--- config.mk ---
export PLATFORM = sky130hd
export DESIGN_NAME = cam_capture_ctrl
export DESIGN_NICKNAME = d
export VERILOG_FILES = /design/src/rtl/cam_pkg.sv /design/src/rtl/rgb565_to_rgb332_packer.sv /design/src/rtl/cam_capture_ctrl.sv
export SDC_FILE = /design/constraint.sdc
export NUM_CORES = 1
export LEC_CHECK = 0
export CORE_MARGIN = 2
export CORE_UTILIZATION = 42
export CTS_CLUSTER_SIZE = 25
export DETAILED_ROUTE_END_ITERATION = 8
export PLACE_DENSITY_LB_ADDON = 0.15
export REMOVE_ABC_BUFFERS = 1
export SKIP_CTS_REPAIR_TIMING = 1
export SYNTH_ARGS = -nofsm -noshare
export SYNTH_HDL_FRONTEND = slang
export SYNTH_SLANG_ARGS = --single-unit
--- constraint.sdc ---
create_clock -name CLK -period 5 [get_ports CLK]
set_input_delay 1 -clock CLK [delete_from_list [all_inputs] [get_ports CLK]]
set_output_delay 1 -clock CLK [all_outputs]
set_load 0.05 [all_outputs]
--- src/rtl/cam_pkg.sv ---
// Shared definitions for the camera capture path.
// Contents: default frame-buffer geometry, capture FSM state encoding,
// RGB332 field positions and primary colour constants.
package cam_pkg;

    localparam int DEF_SCREEN_WIDTH  = 176;
    localparam int DEF_SCREEN_HEIGHT = 144;

    typedef enum logic [2:0] {
        ST_IDLE   = 3'd0,
        ST_ARM    = 3'd1,
        ST_VBLANK = 3'd2,
        ST_ACTIVE = 3'd3,
        ST_DONE   = 3'd4
    } cap_state_t;

    // RGB332 pixel layout: RRRGGGBB
    localparam int R_MSB = 7;
    localparam int R_LSB = 5;
    localparam int G_MSB = 4;
    localparam int G_LSB = 2;
    localparam int B_MSB = 1;
    localparam int B_LSB = 0;

    localparam logic [7:0] RED   = 8'hE0;
    localparam logic [7:0] GREEN = 8'h1C;
    localparam logic [7:0] BLUE  = 8'h03;

endpackage

--- src/rtl/rgb565_to_rgb332_packer.sv ---
// Packs an RGB565 byte pair from the camera into one RGB332 pixel.
// Ports:
//   clk, reset   - capture clock, synchronous active-high reset
//   clear        - force phase back to byte 0 (line end / frame start)
//   byte_en      - cam_byte is a valid pixel byte this cycle
//   cam_byte     - camera byte
//   phase        - 0: next byte is the first of a pair, 1: second
//   pixel_done   - second byte of a pair is being accepted this cycle
//   pixel        - packed pixel, valid while pixel_done is high
module rgb565_to_rgb332_packer
    import cam_pkg::*;
(
    input  logic       clk,
    input  logic       reset,
    input  logic       clear,
    input  logic       byte_en,
    input  logic [7:0] cam_byte,
    output logic       phase,
    output logic       pixel_done,
    output logic [7:0] pixel
);

    // Top three red bits and top three green bits from the first byte.
    logic [5:0] hold;

    always_ff @(posedge clk) begin
        if (reset || clear) begin
            phase <= 1'b0;
            hold  <= '0;
        end else if (byte_en) begin
            if (!phase)
                hold <= {cam_byte[7:5], cam_byte[2:0]};
            phase <= ~phase;
        end
    end

    assign pixel_done = byte_en & phase;

    // Blue comes straight from the second byte so the pixel is ready in
    // the same cycle that byte is accepted.
    always_comb begin
        pixel              = '0;
        pixel[R_MSB:R_LSB] = hold[5:3];
        pixel[G_MSB:G_LSB] = hold[2:0];
        pixel[B_MSB:B_LSB] = cam_byte[4:3];
    end

endmodule

--- src/rtl/cam_capture_ctrl.sv ---
// Frame-capture controller: OV7670 bus to frame-buffer write port.
// Arms on request, aligns to a frame boundary, packs RGB565 pairs to
// RGB332 and issues clipped write addresses built from a running line base.
// Ports:
//   CLK, RESET            - capture clock, synchronous active-high reset
//   CAPTURE_REQ           - single-shot request (honoured in IDLE only)
//   CAPTURE_EN            - continuous capture while high
//   V_SYNC, HREF, CAM_DATA- camera bus
//   W_ADDR, W_DATA, W_EN  - frame-buffer write port
//   FRAME_DONE            - one-cycle pulse at end of a captured frame
//   FRAME_ERR             - 1 if the last captured frame was malformed
//   BUSY                  - high outside IDLE
//   LINE_COUNT            - lines completed in the current/last frame
module cam_capture_ctrl
    import cam_pkg::*;
#(
    parameter int SCREEN_WIDTH  = DEF_SCREEN_WIDTH,
    parameter int SCREEN_HEIGHT = DEF_SCREEN_HEIGHT,
    parameter int ADDR_W        = 15,
    parameter int CNT_W         = 8
) (
    input  logic              CLK,
    input  logic              RESET,
    input  logic              CAPTURE_REQ,
    input  logic              CAPTURE_EN,
    input  logic              V_SYNC,
    input  logic              HREF,
    input  logic [7:0]        CAM_DATA,
    output logic [ADDR_W-1:0] W_ADDR,
    output logic [7:0]        W_DATA,
    output logic              W_EN,
    output logic              FRAME_DONE,
    output logic              FRAME_ERR,
    output logic              BUSY,
    output logic [CNT_W-1:0]  LINE_COUNT
);

    localparam logic [CNT_W-1:0]  WIDTH_C   = CNT_W'(SCREEN_WIDTH);
    localparam logic [CNT_W-1:0]  HEIGHT_C  = CNT_W'(SCREEN_HEIGHT);
    localparam logic [CNT_W-1:0]  CNT_MAX   = '1;
    localparam logic [ADDR_W-1:0] LINE_STEP = ADDR_W'(SCREEN_WIDTH);

    cap_state_t        state;
    logic              href_q;
    logic              vs_q;
    logic [CNT_W-1:0]  x;
    logic [CNT_W-1:0]  y;
    logic [ADDR_W-1:0] line_base;
    logic              err_flag;

    logic              line_end;
    logic              vs_rise;
    logic              byte_en;
    logic              pack_clear;
    logic              phase;
    logic              pixel_done;
    logic [7:0]        pixel;
    logic [CNT_W-1:0]  x_inc;
    logic [CNT_W-1:0]  y_inc;
    logic [CNT_W-1:0]  y_after;
    logic              line_err;

    assign line_end = href_q & ~HREF;
    assign vs_rise  = V_SYNC & ~vs_q;

    // A byte arriving together with the V_SYNC rise belongs to a truncated
    // line and is never packed.
    assign byte_en    = (state == ST_ACTIVE) && HREF && !vs_rise;
    assign pack_clear = ((state == ST_VBLANK) && !V_SYNC) ||
                        ((state == ST_ACTIVE) && (line_end || vs_rise));

    assign x_inc    = (x == CNT_MAX) ? x : x + CNT_W'(1);
    assign y_inc    = (y == CNT_MAX) ? y : y + CNT_W'(1);
    assign y_after  = line_end ? y_inc : y;
    assign line_err = (x != WIDTH_C) || phase;

    rgb565_to_rgb332_packer u_packer (
        .clk        (CLK),
        .reset      (RESET),
        .clear      (pack_clear),
        .byte_en    (byte_en),
        .cam_byte   (CAM_DATA),
        .phase      (phase),
        .pixel_done (pixel_done),
        .pixel      (pixel)
    );

    always_ff @(posedge CLK) begin
        if (RESET) begin
            state      <= ST_IDLE;
            href_q     <= 1'b0;
            vs_q       <= 1'b0;
            x          <= '0;
            y          <= '0;
            line_base  <= '0;
            err_flag   <= 1'b0;
            W_ADDR     <= '0;
            W_DATA     <= '0;
            W_EN       <= 1'b0;
            FRAME_DONE <= 1'b0;
            FRAME_ERR  <= 1'b0;
            BUSY       <= 1'b0;
            LINE_COUNT <= '0;
        end else begin
            href_q     <= HREF;
            vs_q       <= V_SYNC;
            W_EN       <= 1'b0;
            FRAME_DONE <= 1'b0;

            case (state)
                ST_IDLE: begin
                    if (CAPTURE_REQ || CAPTURE_EN) begin
                        state <= ST_ARM;
                        BUSY  <= 1'b1;
                    end
                end

                // Wait for blanking so capture never starts mid-frame.
                ST_ARM: begin
                    if (V_SYNC)
                        state <= ST_VBLANK;
                end

                ST_VBLANK: begin
                    if (!V_SYNC) begin
                        x          <= '0;
                        y          <= '0;
                        line_base  <= '0;
                        LINE_COUNT <= '0;
                        err_flag   <= 1'b0;
                        state      <= ST_ACTIVE;
                    end
                end

                ST_ACTIVE: begin
                    if (line_end) begin
                        y          <= y_inc;
                        LINE_COUNT <= y_inc;
                        x          <= '0;
                        // Base stops at the first line past the screen, so
                        // W_ADDR can never leave the buffer.
                        if (y < HEIGHT_C)
                            line_base <= line_base + LINE_STEP;
                        if (line_err)
                            err_flag <= 1'b1;
                    end else if (pixel_done) begin
                        x <= x_inc;
                        if ((x < WIDTH_C) && (y < HEIGHT_C)) begin
                            W_EN   <= 1'b1;
                            W_ADDR <= line_base + ADDR_W'(x);
                            W_DATA <= pixel;
                        end
                    end

                    if (vs_rise) begin
                        state      <= ST_DONE;
                        FRAME_DONE <= 1'b1;
                        if (HREF)
                            err_flag <= 1'b1;
                        FRAME_ERR  <= err_flag || HREF || (line_end && line_err) ||
                                      (y_after != HEIGHT_C);
                    end
                end

                ST_DONE: begin
                    if (CAPTURE_EN) begin
                        state <= ST_VBLANK;
                    end else begin
                        state <= ST_IDLE;
                        BUSY  <= 1'b0;
                    end
                end

                default: state <= ST_IDLE;
            endcase
        end
    end

endmodule

# Word level (Yosys, flattened, before mapping)
# Index checks and enable logic that the tools add are counted.
# Widths: inputs -> output; s select.
dict set report classes {
  n_reduce_logical 30
  n_bitwise 9
  shifts 0
  eq_ne 17
  magnitude_cmp 2
  div 0
  mux 31
  addsub 4
  multipliers 0
}
# operator n
set ops {}
lappend ops {{$mux 8} 7}
lappend ops {{$pmux 8 s2} 3}
lappend ops {{$mux 15} 3}
lappend ops {{$pmux 15 s2} 1}
lappend ops {{$add 8x1->8 const B} 2}
lappend ops {{$eq 8x8->1 const B} 2}
lappend ops {{$lt 8x8->1 const B} 2}
lappend ops {{$ne 8x8->1 const B} 2}
lappend ops {{$reduce_and 4->1} 4}
lappend ops {{$add 15x8->15} 1}
lappend ops {{$add 15x8->15 const B} 1}
lappend ops {{$pmux 3 s5} 1}
lappend ops {{$mux 3} 4}
lappend ops {{$ne 2x2->1 const B} 6}
lappend ops {{$mux 1} 9}
lappend ops {{$logic_or 1x1->1} 8}
lappend ops {{$eq 3x2->1 const B} 2}
lappend ops {{$logic_and 1x1->1} 6}
lappend ops {{$ne 3x3->1 const B} 2}
lappend ops {{$not 1->1} 6}
lappend ops {{$reduce_and 2->1} 3}
lappend ops {{$reduce_and 3->1} 2}
lappend ops {{$pmux 1 s2} 2}
lappend ops {{$reduce_bool 2->1} 2}
lappend ops {{other kinds (9)} 12}
dict set report word_totals {
  memories 0
  latch_bits 0
  input_bits 14
  rom_bits 0
  mem_bits_rw 0
  regBits 79
}

# Longest topological paths before layout
# Gate-level depths: netlist of run 1.
dict set report logic_depth {
  ltp_word 8
  depth_mapped 8
  depth_no_buf 7
}

# By module
# Synthesis of run 1 repeated with hierarchy kept, for this count alone.
dict set report unflattened {
  hier_cells 456
  area_unflattened_um2 3724.8
}
# mod n_inst area_per_inst_um2 seq_area_each_um2 cells_each
set by_module_without_submodules {}
lappend by_module_without_submodules {cam_capture_ctrl 1 3432.0 1361.3 428}
lappend by_module_without_submodules {rgb565_to_rgb332_packer 1 292.8 140.1 28}

# Worst setup path before layout of run 1
# Ideal clock, no wire load.
dict set report synth_timing {
  path_kind {input to register}
  startpoint {in HREF}
  endpoint {reg FRAME_ERR}
  setup_ps 120
  path_slack_ps 2718
  cell_stages 6
  arrival_time_ps 2162
  n_path_buf 1
  path_cell_list {buf_2 -> nor2b_1 -> o21ai_0 -> nor3b_1 -> o2111ai_1 -> o31a_1}
}
dict set report synth_via {
  elab_chain_len 5
  word_cells_on_any_way 8
  classes_between {eq/ne (1); mux (1); bitwise (2); reduce/logical (4)}
}
# item line_no
set synth_lines {}
lappend synth_lines {{start: declaration} cam_capture_ctrl.sv:27} ;# input logic HREF,
lappend synth_lines {{$not 1->1} cam_capture_ctrl.sv:63} ;# assign line_end = href_q & ~HREF;
lappend synth_lines {{$and 1x1->1} cam_capture_ctrl.sv:63}
lappend synth_lines {{$mux 8 or $logic_and 1x1->1 (tied branches)} n/a}
lappend synth_lines {{$ne 8x8->1 or $logic_or 1x1->1 (tied branches)} {cam_capture_ctrl.sv:161, cam_capture_ctrl.sv:160}}
lappend synth_lines {{$logic_or 1x1->1 (*)} cam_capture_ctrl.sv:160} ;# FRAME_ERR <= err_flag || HREF || (line_end && line_err) ||
lappend synth_lines {{end signal: assignment} cam_capture_ctrl.sv:160}
lappend synth_lines {{end: declaration} cam_capture_ctrl.sv:33} ;# output logic FRAME_ERR,
# Mark *: on every way between the ends. The rest lies on a longest branch, timed or not.
# A chain may end at the register's enable or synchronous reset.

# Final worst setup path of run 1
dict set report layout_timing {
  startpoint {in V_SYNC}
  endpoint {reg W_ADDR[12]}
}
dict set report layout_via {
  elab_chain_len 5
}
# item line_no
set layout_lines {}
lappend layout_lines {{start: declaration} cam_capture_ctrl.sv:26} ;# input logic V_SYNC,
lappend layout_lines {{$and 1x1->1} cam_capture_ctrl.sv:64} ;# assign vs_rise = V_SYNC & ~vs_q;
lappend layout_lines {{$logic_not 1->1} cam_capture_ctrl.sv:68} ;# assign byte_en = (state == ST_ACTIVE) && HREF && !vs_rise;
lappend layout_lines {{$logic_and 1x1->1} cam_capture_ctrl.sv:68}
lappend layout_lines {{$and 1x1->1} rgb565_to_rgb332_packer.sv:37} ;# assign pixel_done = byte_en & phase;
lappend layout_lines {{$reduce_and 4->1 (no line)} n/a}
lappend layout_lines {{end signal: assignment} cam_capture_ctrl.sv:150} ;# W_ADDR <= line_base + ADDR_W'(x);
lappend layout_lines {{end: declaration} cam_capture_ctrl.sv:29} ;# output logic [ADDR_W-1:0] W_ADDR,
# No other way between the ends.

==> impl_metrics.env, run 1 <==
export IMPL_status="finished, final reports clean"
export IMPL_ys_seq_area_share_pct=41.1
export IMPL_grt_antenna_before_repair=0
export IMPL_diodes=0
export IMPL_ioPinCount=49
export IMPL_cts_buffer_depth=2
export IMPL_yosys_most_used_dff="dfxtp_1"
export IMPL_design_area_um2=4350
export IMPL_synth_top_area_cell="dfxtp_1"
export IMPL_finalMaxSlewViolations=0
export IMPL_cts_reportedPaths_clkPinSlew_ns=0.08
export IMPL_via_count=3253
export IMPL_initial_core_util_pct=42.5
export IMPL_min_to="W_ADDR[6]"
export IMPL_numCtsBuffers=9
export IMPL_worst_path_buf_inv=1
export IMPL_core_um2=8590
export IMPL_grt_ovfl_total=0
export IMPL_arrival_ns=3.26
export IMPL_hpwl_um=5700
export IMPL_max_stage_delay_ns=0.79
export IMPL_slew_headroom_pct=33.2
export IMPL_synthCells=446
export IMPL_finalCritPeriodShare_pct=59.8
export IMPL_synth_common_cells="75 x dfxtp_1, 56 x nor2_1, 55 x nand2_1, 45 x a21oi_1, 20 x o21ai_0"
export IMPL_path_cells="clkdlybuf4s50_1 > nand2b_1 > and4_4 > and2_1 > nor2_1 > a211oi_1"
export IMPL_finalSetupTns_ns=0
export IMPL_gp_congestion=0.851
export IMPL_r2r_end="W_ADDR[12]"
export IMPL_die_y_um=97.3
export IMPL_cts_sinks=75
export IMPL_ir_worst_vdd_v=0.000110
export IMPL_drcViolationCount=0
export IMPL_async_flop_share_pct=0
export IMPL_holdCritStartpoint="W_ADDR[6]"
export IMPL_routed_wl_um=8400
export IMPL_syn_to_final_growth_pct=19.2
export IMPL_min_path_cells=2
export IMPL_holdWs_ns=0.456
export IMPL_slowest_stage="and2_1"
export IMPL_design_die_area_um2=9460
export IMPL_r2r_start="state[0]"
export IMPL_htree_levels=3
export IMPL_dp_slack_ns=1.62
export IMPL_clkLatencyLatePin_ns=0.36
export IMPL_endpoint_kind="flop"
export IMPL_rsz0062_at_grt="false"
export IMPL_worstSetupStartpointType="input port"
export IMPL_avgRoutedWirePerCell_um=14.2
export IMPL_finClkSkew_ns=0.00978
export IMPL_synth_distinct_cells=57
export IMPL_rows=34
export IMPL_grt_pass1_vias=2943
export IMPL_cts_tree="built"
export IMPL_synth_edf_count=0
export IMPL_synthTopCellsByArea="dfxtp_1 41%, a21oi_1 6.2%, nor2_1 5.8%"
export IMPL_worstMarginPinSlew_ns=1.00
export IMPL_stdcell_count=592
export IMPL_hold_viol=0
export IMPL_placed_area_um2=4130
export IMPL_viasPerCell=5.49
export IMPL_setup_worst_path_start="V_SYNC"
export IMPL_ant_nets=0
export IMPL_r2r_slack_ns=2.51
export IMPL_yosysMostFrequentCell="dfxtp_1"
export IMPL_fin_ws_ns=2.01
export IMPL_critPathKind="input port to flop"
export IMPL_avgSynthCellArea_um2=8.19
export IMPL_dpl_cell_count=576
export IMPL_track_usage_pct=18.2
export IMPL_first_pass_iters=4
export IMPL_die_x_um=97.3
export IMPL_period_minus_slack_ns=2.99
export IMPL_yosys_area_top_type_share_pct=41.1
export IMPL_fin_nets=501
export IMPL_reg2reg_depth=5
export IMPL_power_leakage_nw=1.44
export IMPL_first_iter_violations=135
export IMPL_grt_max_degree=31
export IMPL_powerDensity_nw_per_um2=281
export IMPL_max_cap_violations=0
export IMPL_synth_warnings=0
export IMPL_path_max_fanout=29
export IMPL_max_freq_ghz=0.334
export IMPL_setup_violations=0
export IMPL_cts_root_buf="clkbuf_8"
export IMPL_crit_family="simple AND/OR/NAND/NOR gates"
export IMPL_drive_gt1_share_pct=5.58
export IMPL_worstPathRequired_ns=5.27
export IMPL_crit_cells=6
export IMPL_synth_ff_latch_count=75
export IMPL_netlist_area_um2=3650
export IMPL_hold_class="flop to flop"
export IMPL_grt_pass1_wl_um=14300
export IMPL_io_buffers=48
## worst reg2reg max path, stage by stage (launching register included)
cell,delay [ns]
dfxtp_1,0.55
and3b_2,0.43
and4_4,0.30
and2_1,0.79
nor2_1,0.09
a211oi_1,0.24
## state kept, by name, summed over array words and instances, names as in the netlist, 3 cells and up
| signal | count |
|---|---|
| x | 8 |
| W_DATA | 8 |
| u_packer.hold | 6 |
| state | 3 |
| y | 8 |
| LINE_COUNT | 8 |
| W_ADDR | 15 |
| line_base | 11 |
## cells in the final DEF (no fill, tap or decap), drive strengths merged, types with 4 or more instances in the layout
cell           synthesis  final
a21o                   4      4
clkdlybuf4s50          0     47
o21ai                 21     21
and3                   4      4
nand4                  7      7
nor2                  58     58
xnor2                 18     18
or3                    7      7
nor3                  14     14
a21oi                 47     47
mux2i                  8      8
inv                    8      9
dfxtp                 75     75
clkbuf                11      9
ha                     8      8
nor2b                  5      5
nor4                   5      5
a22oi                  4      4
nand2                 55     55
a211o                  4      4
o211ai                 5      5
nand3                 10     10
a211oi                12     12
## how the worst max path moves through the flow
stage | to | slack [ns]
floorplan | W_ADDR[10] | 2.64
global placement | W_ADDR[14] | 1.70
detailed placement | W_ADDR[12] | 1.62
CTS | W_ADDR[12] | 2.00
global route | W_ADDR[14] | 1.76
finish | W_ADDR[12] | 2.01
## final cells by class
cell class              count  area, um^2
clock buffers               9         124
clock inverters             7         101
fillers                   851        4240
inverters                   8        30.0
multi-input cells         336        1980
flip-flops and latches     75        1500
well taps                 108         135
repair buffers             49         483
## metal layers
metal  share of wire, %  GRT usage [%]  vias up
met1                 48           25.2     1520
met5                  0              0        -
met4                1.0           7.69        0
met2                 46           28.2       75
met3                4.7           3.09        8
li1                   -              -     1650
## power breakdown
part	internal (mW)	switching (mW)
Sequential	0.603	0.00966
Combinational	0.0289	0.0544
Clock	0.284	0.244
## cell families after synthesis
kind of cell / share of synthesized area (%)
AND/OR/NAND/NOR: 24.1
AO/OA/AOI/OAI: 19.7
adder cells (fa/ha/maj): 2.74
XOR/XNOR: 5.04
flip-flops: 41.1
buffers and inverters: 4.76
multiplexers: 2.50
## through the flow
step	utilization, %	power (mW)
detailed placement	48.0	0.710
CTS	50.6	1.24
global route	50.6	1.28
global placement	48.0	0.710
finish	50.6	1.22
floorplan	-	0.671
(Power assumes the default switching activity.)
==> run 2: changes to the inputs <==
Clock period 5 ns to 2.5 ns, I/O delays scaled along.
==> impl_metrics.env, run 2 (synthesis results as in run 1) <==
export IMPL_status="finished, final reports clean"
export IMPL_finalCritPeriodShare_pct=85.3
export IMPL_seq_area_um2=1500
export IMPL_hpwl_um=6000
export IMPL_fin_nets=513
export IMPL_r2r_start="y[0]"
export IMPL_r2r_slack_ns=0.50
export IMPL_final_cell_mix="75 x dfxtp_1, 56 x nor2_1, 55 x nand2_1, 47 x clkdlybuf4s50_1, 45 x a21oi_1"
export IMPL_endpoint_kind="flop"
export IMPL_viasPerCell=5.42
export IMPL_cts_tree="built"
export IMPL_period_minus_slack_ns=2.13
export IMPL_drcViolationCount=0
export IMPL_placed_area_um2=4230
export IMPL_holdWs_ns=0.449
export IMPL_ant_nets=0
export IMPL_clkLatencyLatePin_ns=0.35
export IMPL_initial_core_util_pct=42.5
export IMPL_cts_reportedPaths_clkPinSlew_ns=0.08
export IMPL_slowest_stage="clkdlybuf4s50_1"
export IMPL_critPathKind="input port to flop"
export IMPL_htree_levels=3
export IMPL_rsz0062_at_grt="false"
export IMPL_max_freq_ghz=0.469
export IMPL_io_buffers=48
export IMPL_diodes=0
export IMPL_fillers=844
export IMPL_first_iter_violations=83
export IMPL_powerDensity_nw_per_um2=532
export IMPL_grt_pass1_wl_um=14400
export IMPL_worstSetupStartpointType="input port"
export IMPL_cts_buffer_depth=2
export IMPL_first_pass_iters=4
export IMPL_track_usage_pct=18.3
export IMPL_setup_violations=0
export IMPL_finClkSkew_ns=0.0101
export IMPL_ioPinCount=49
export IMPL_hold_class="flop to flop"
export IMPL_reg_largest_list="W_ADDR (15), line_base (11)"
export IMPL_path_max_fanout=9
export IMPL_avgRoutedWirePerCell_um=13.9
export IMPL_gp_congestion=0.892
export IMPL_largest_register_ffs=15
export IMPL_finalSetupTns_ns=0
export IMPL_layout_commonest_cell="dfxtp_1"
export IMPL_multi_input_area_um2=1980
export IMPL_power_leakage_nw=1.50
export IMPL_core_um2=8590
export IMPL_cts_root_buf="clkbuf_8"
export IMPL_arrival_ns=2.37
export IMPL_max_cap_violations=0
export IMPL_die_y_um=97.3
export IMPL_via_count=3270
export IMPL_worstMarginPinSlew_ns=0.750
export IMPL_setup_worst_path_start="HREF"
export IMPL_drive_gt1_share_pct=7.68
export IMPL_grt_ovfl_total=0
export IMPL_syn_to_final_growth_pct=21.3
export IMPL_numCtsBuffers=9
export IMPL_finalMaxSlewViolations=0
export IMPL_rows=34
export IMPL_path_cells="clkdlybuf4s50_1 > nor2b_1 > o21ai_0 > nor3b_1 > o2111ai_1 > o31a_1"
export IMPL_design_area_um2=4430
export IMPL_max_stage_delay_ns=0.57
export IMPL_hold_viol=0
export IMPL_fin_total_pwr_mw=2.36
export IMPL_ir_worst_vdd_v=0.000265
export IMPL_grt_antenna_before_repair=0
export IMPL_design_die_area_um2=9460
export IMPL_cts_sinks=75
export IMPL_endpoint="FRAME_ERR"
export IMPL_grt_max_degree=30
export IMPL_largest_register="W_ADDR"
export IMPL_die_x_um=97.3
export IMPL_grt_pass1_vias=3078
export IMPL_slew_headroom_pct=49.5
export IMPL_reg2reg_depth=5
export IMPL_worstPathRequired_ns=2.74
export IMPL_routed_wl_um=8380
export IMPL_r2r_end="y[5]"
export IMPL_final_core_util_pct=51.6
-- run 2: where the power goes --
part	leakage (nW)	switching [mW]	internal, mW
logic	0.792	0.111	0.0676
registers	0.605	0.0195	1.21
clock network	0.0974	0.445	0.508
total	1.50	0.575	1.78
-- run 2: worst min path at each step --
| stage | from | end | cells after the start |
|---|---|---|---|
| final | u_packer.hold[2] | W_DATA[4] | 2 |
| after global routing | W_DATA[2] | W_DATA[2] | 2 |
| after CTS | u_packer.hold[2] | W_DATA[4] | 2 |
| after detailed placement | u_packer.hold[2] | W_DATA[4] | 2 |
| after global placement | u_packer.hold[4] | W_DATA[6] | 2 |
| after floorplan | u_packer.hold[0] | W_DATA[2] | 2 |
-- run 2: through the flow --
stage,setup WS (ns),instances
2_1_floorplan,0.542,419
3_3_place_gp,0.125,588
3_5_place_dp,0.0695,588
4_1_cts,0.413,603
5_1_grt,0.149,603
6_report,0.368,603
-- run 2: routing by layer --
metal / GRT usage, % / part of all wire (%) / vias up
met2: 29.7 / 46 / 65
met5: 0 / 0 / -
met1: 24.1 / 49 / 1519
li1: - / - / 1674
met3: 3.67 / 3.7 / 12
met4: 7.05 / 1.7 / 0
-- run 2: worst max-delay path, delay by kind of cell --
family / cells / cell delay, ns
AOI/OAI and AO/OA: 3 / 0.69
buffers and inverters: 1 / 0.57
and+or+nand+nor: 2 / 0.60
-- run 2: area by class of cell --
| class | count | area share (%) |
|---|---|---|
| Tap cell | 108 | 3.05 |
| Multi-Input combinational cell | 336 | 44.6 |
| Clock inverter | 4 | 1.13 |
| Inverter | 8 | 0.678 |
| Sequential cell | 75 | 33.9 |
| Clock buffer | 11 | 3.42 |
| Timing Repair Buffer | 61 | 13.2 |
==> run 3: changes to the inputs <==
Clock period 2.5 ns to 2.65 ns, I/O delays scaled along.
==> impl_metrics.env, run 3 (synthesis results as in run 1) <==
export IMPL_status="finished, final reports clean"
export IMPL_max_cap_violations=0
export IMPL_viasPerCell=5.46
export IMPL_clkPwrFrac_pct=45.4
export IMPL_fin_ws_ns=0.439
export IMPL_final_cell_mix="75 x dfxtp_1, 56 x nor2_1, 55 x nand2_1, 47 x clkdlybuf4s50_1, 45 x a21oi_1"
export IMPL_cts_reportedPaths_clkPinSlew_ns=0.09
export IMPL_via_count=3278
export IMPL_worstMarginPinSlew_ns=0.781
export IMPL_combPwrFrac_pct=6.9
export IMPL_fin_nets=509
export IMPL_numCtsBuffers=9
export IMPL_ir_worst_vdd_v=0.000328
export IMPL_rsz0062_at_grt="false"
export IMPL_avgRoutedWirePerCell_um=14.3
export IMPL_drcViolationCount=0
export IMPL_dp_slack_ns=0.149
export IMPL_largest_register_ffs=15
export IMPL_finalCritPeriodShare_pct=83.4
export IMPL_dpl_cell_count=584
export IMPL_cts_buffer_depth=2
export IMPL_largest_register="W_ADDR"
export IMPL_grt_ovfl_total=0
export IMPL_core_um2=8590
export IMPL_slowest_stage="dfxtp_1"
export IMPL_internal_power_mw=1.83
export IMPL_cts_tree="built"
export IMPL_initial_core_util_pct=42.5
export IMPL_fin_total_pwr_mw=2.43
export IMPL_die_x_um=97.3
export IMPL_first_iter_violations=118
export IMPL_powerDensity_nw_per_um2=545
export IMPL_max_freq_ghz=0.452
export IMPL_design_die_area_um2=9460
export IMPL_gp_congestion=0.880
export IMPL_stdcell_count=600
export IMPL_grt_antenna_before_repair=0
export IMPL_fillers=829
export IMPL_ioPinCount=49
export IMPL_diodes=0
export IMPL_period_minus_slack_ns=2.21
export IMPL_placed_area_um2=4200
export IMPL_setup_violations=0
export IMPL_hold_viol=0
export IMPL_cts_sinks=75
export IMPL_drive_gt1_share_pct=7.11
export IMPL_finClkSkew_ns=0.0131
export IMPL_io_buffers=48
export IMPL_arrival_ns=2.48
export IMPL_critPathKind="flop to flop"
export IMPL_first_pass_iters=4
export IMPL_seq_power_share_pct=47.7
export IMPL_p_sw_mw=0.592
export IMPL_path_max_fanout=8
export IMPL_finalMaxSlewViolations=0
export IMPL_worstSetupStartpointType="flop"
export IMPL_power_leakage_nw=1.50
export IMPL_layout_commonest_cell="dfxtp_1"
export IMPL_worstPathRequired_ns=2.92
export IMPL_hold_class="flop to flop"
export IMPL_grt_max_degree=30
export IMPL_grt_pass1_vias=3031
export IMPL_routed_wl_um=8600
export IMPL_htree_levels=3
export IMPL_design_area_um2=4450
export IMPL_swShare_pct=24.4
export IMPL_cts_root_buf="clkbuf_8"
export IMPL_path_cells="ha_1 > a211o_1 > a21oi_1 > nor4b_1 > xnor2_1 > a211oi_1"
export IMPL_hpwl_um=6030
export IMPL_syn_to_final_growth_pct=21.8
export IMPL_max_stage_delay_ns=0.47
export IMPL_die_y_um=97.3
export IMPL_grt_pass1_wl_um=14600
export IMPL_track_usage_pct=18.7
export IMPL_finalSetupTns_ns=0
export IMPL_rows=34
export IMPL_clkLatencyLatePin_ns=0.36
export IMPL_reg_largest_list="W_ADDR (15), line_base (11)"
export IMPL_ant_nets=0
export IMPL_endpoint_kind="flop"
export IMPL_slew_headroom_pct=47.4
run 3: cell count changes in the layout (fill, tap and decap cells not counted), sizes merged:
| cell | change |
|---|---|
| clkinv | +2 |
| clkinvlp | -2 |
| buf | -4 |
| clkbuf | -2 |
| bufinv | +2 |
| inv | +1 |
run 3: final cells by class:
| class | instances | area, um^2 | share of cell area, % |
|---|---|---|---|
| multi-input cells | 336 | 1980 | 44.4 |
| flip-flops and latches | 75 | 1500 | 33.8 |
| repair buffers | 57 | 556 | 12.5 |
| well taps | 108 | 135 | 3.04 |
| clock inverters | 7 | 125 | 2.81 |
| clock buffers | 9 | 124 | 2.78 |
| inverters | 8 | 30.0 | 0.675 |
run 3: per-layer routing:
metal  wire length [um]  GRT usage, %  vias up
met5                  0             0        -
met2               3850          29.8       83
met3                409          4.24       15
li1                   -             -     1660
met1               4170          24.5     1520
met4                175          8.12        0
run 3: power by group through the flow:
stage	clock network [mW]	registers (mW)	logic [mW]
2_1_floorplan	0	1.19	0.0786
3_3_place_gp	0	1.18	0.163
3_5_place_dp	0	1.18	0.167
4_1_cts	1.13	1.16	0.168
5_1_grt	1.18	1.16	0.183
6_report	1.10	1.16	0.167
run 3: path summary, 6_finish.rpt:
path         slack [ns]          to             start  cells past startpoint
min reg2reg        0.45   W_DATA[4]  u_packer.hold[2]                      2
max reg2reg        0.44  W_ADDR[14]              x[5]                      6
max                0.44  W_ADDR[14]              x[5]                      6
min                0.45   W_DATA[4]  u_packer.hold[2]                      2
run 3: worst max-delay path, delay by kind of cell (launching register included):
family	cells	cell delay, ns
AO/OA/AOI/OAI	3	1.03
flip-flops	1	0.47
AND/OR/NAND/NOR	1	0.15
XOR/XNOR	1	0.17
adder cells (fa/ha/maj)	1	0.31
run 3: through the flow:
stage | util (%) | hold slack (ns)
6_report | 51.8 | 0.451
5_1_grt | 51.8 | 0.473
4_1_cts | 51.8 | 0.456
3_5_place_dp | 48.9 | 0.443
3_3_place_gp | 48.9 | 0.437
2_1_floorplan | - | 0.425
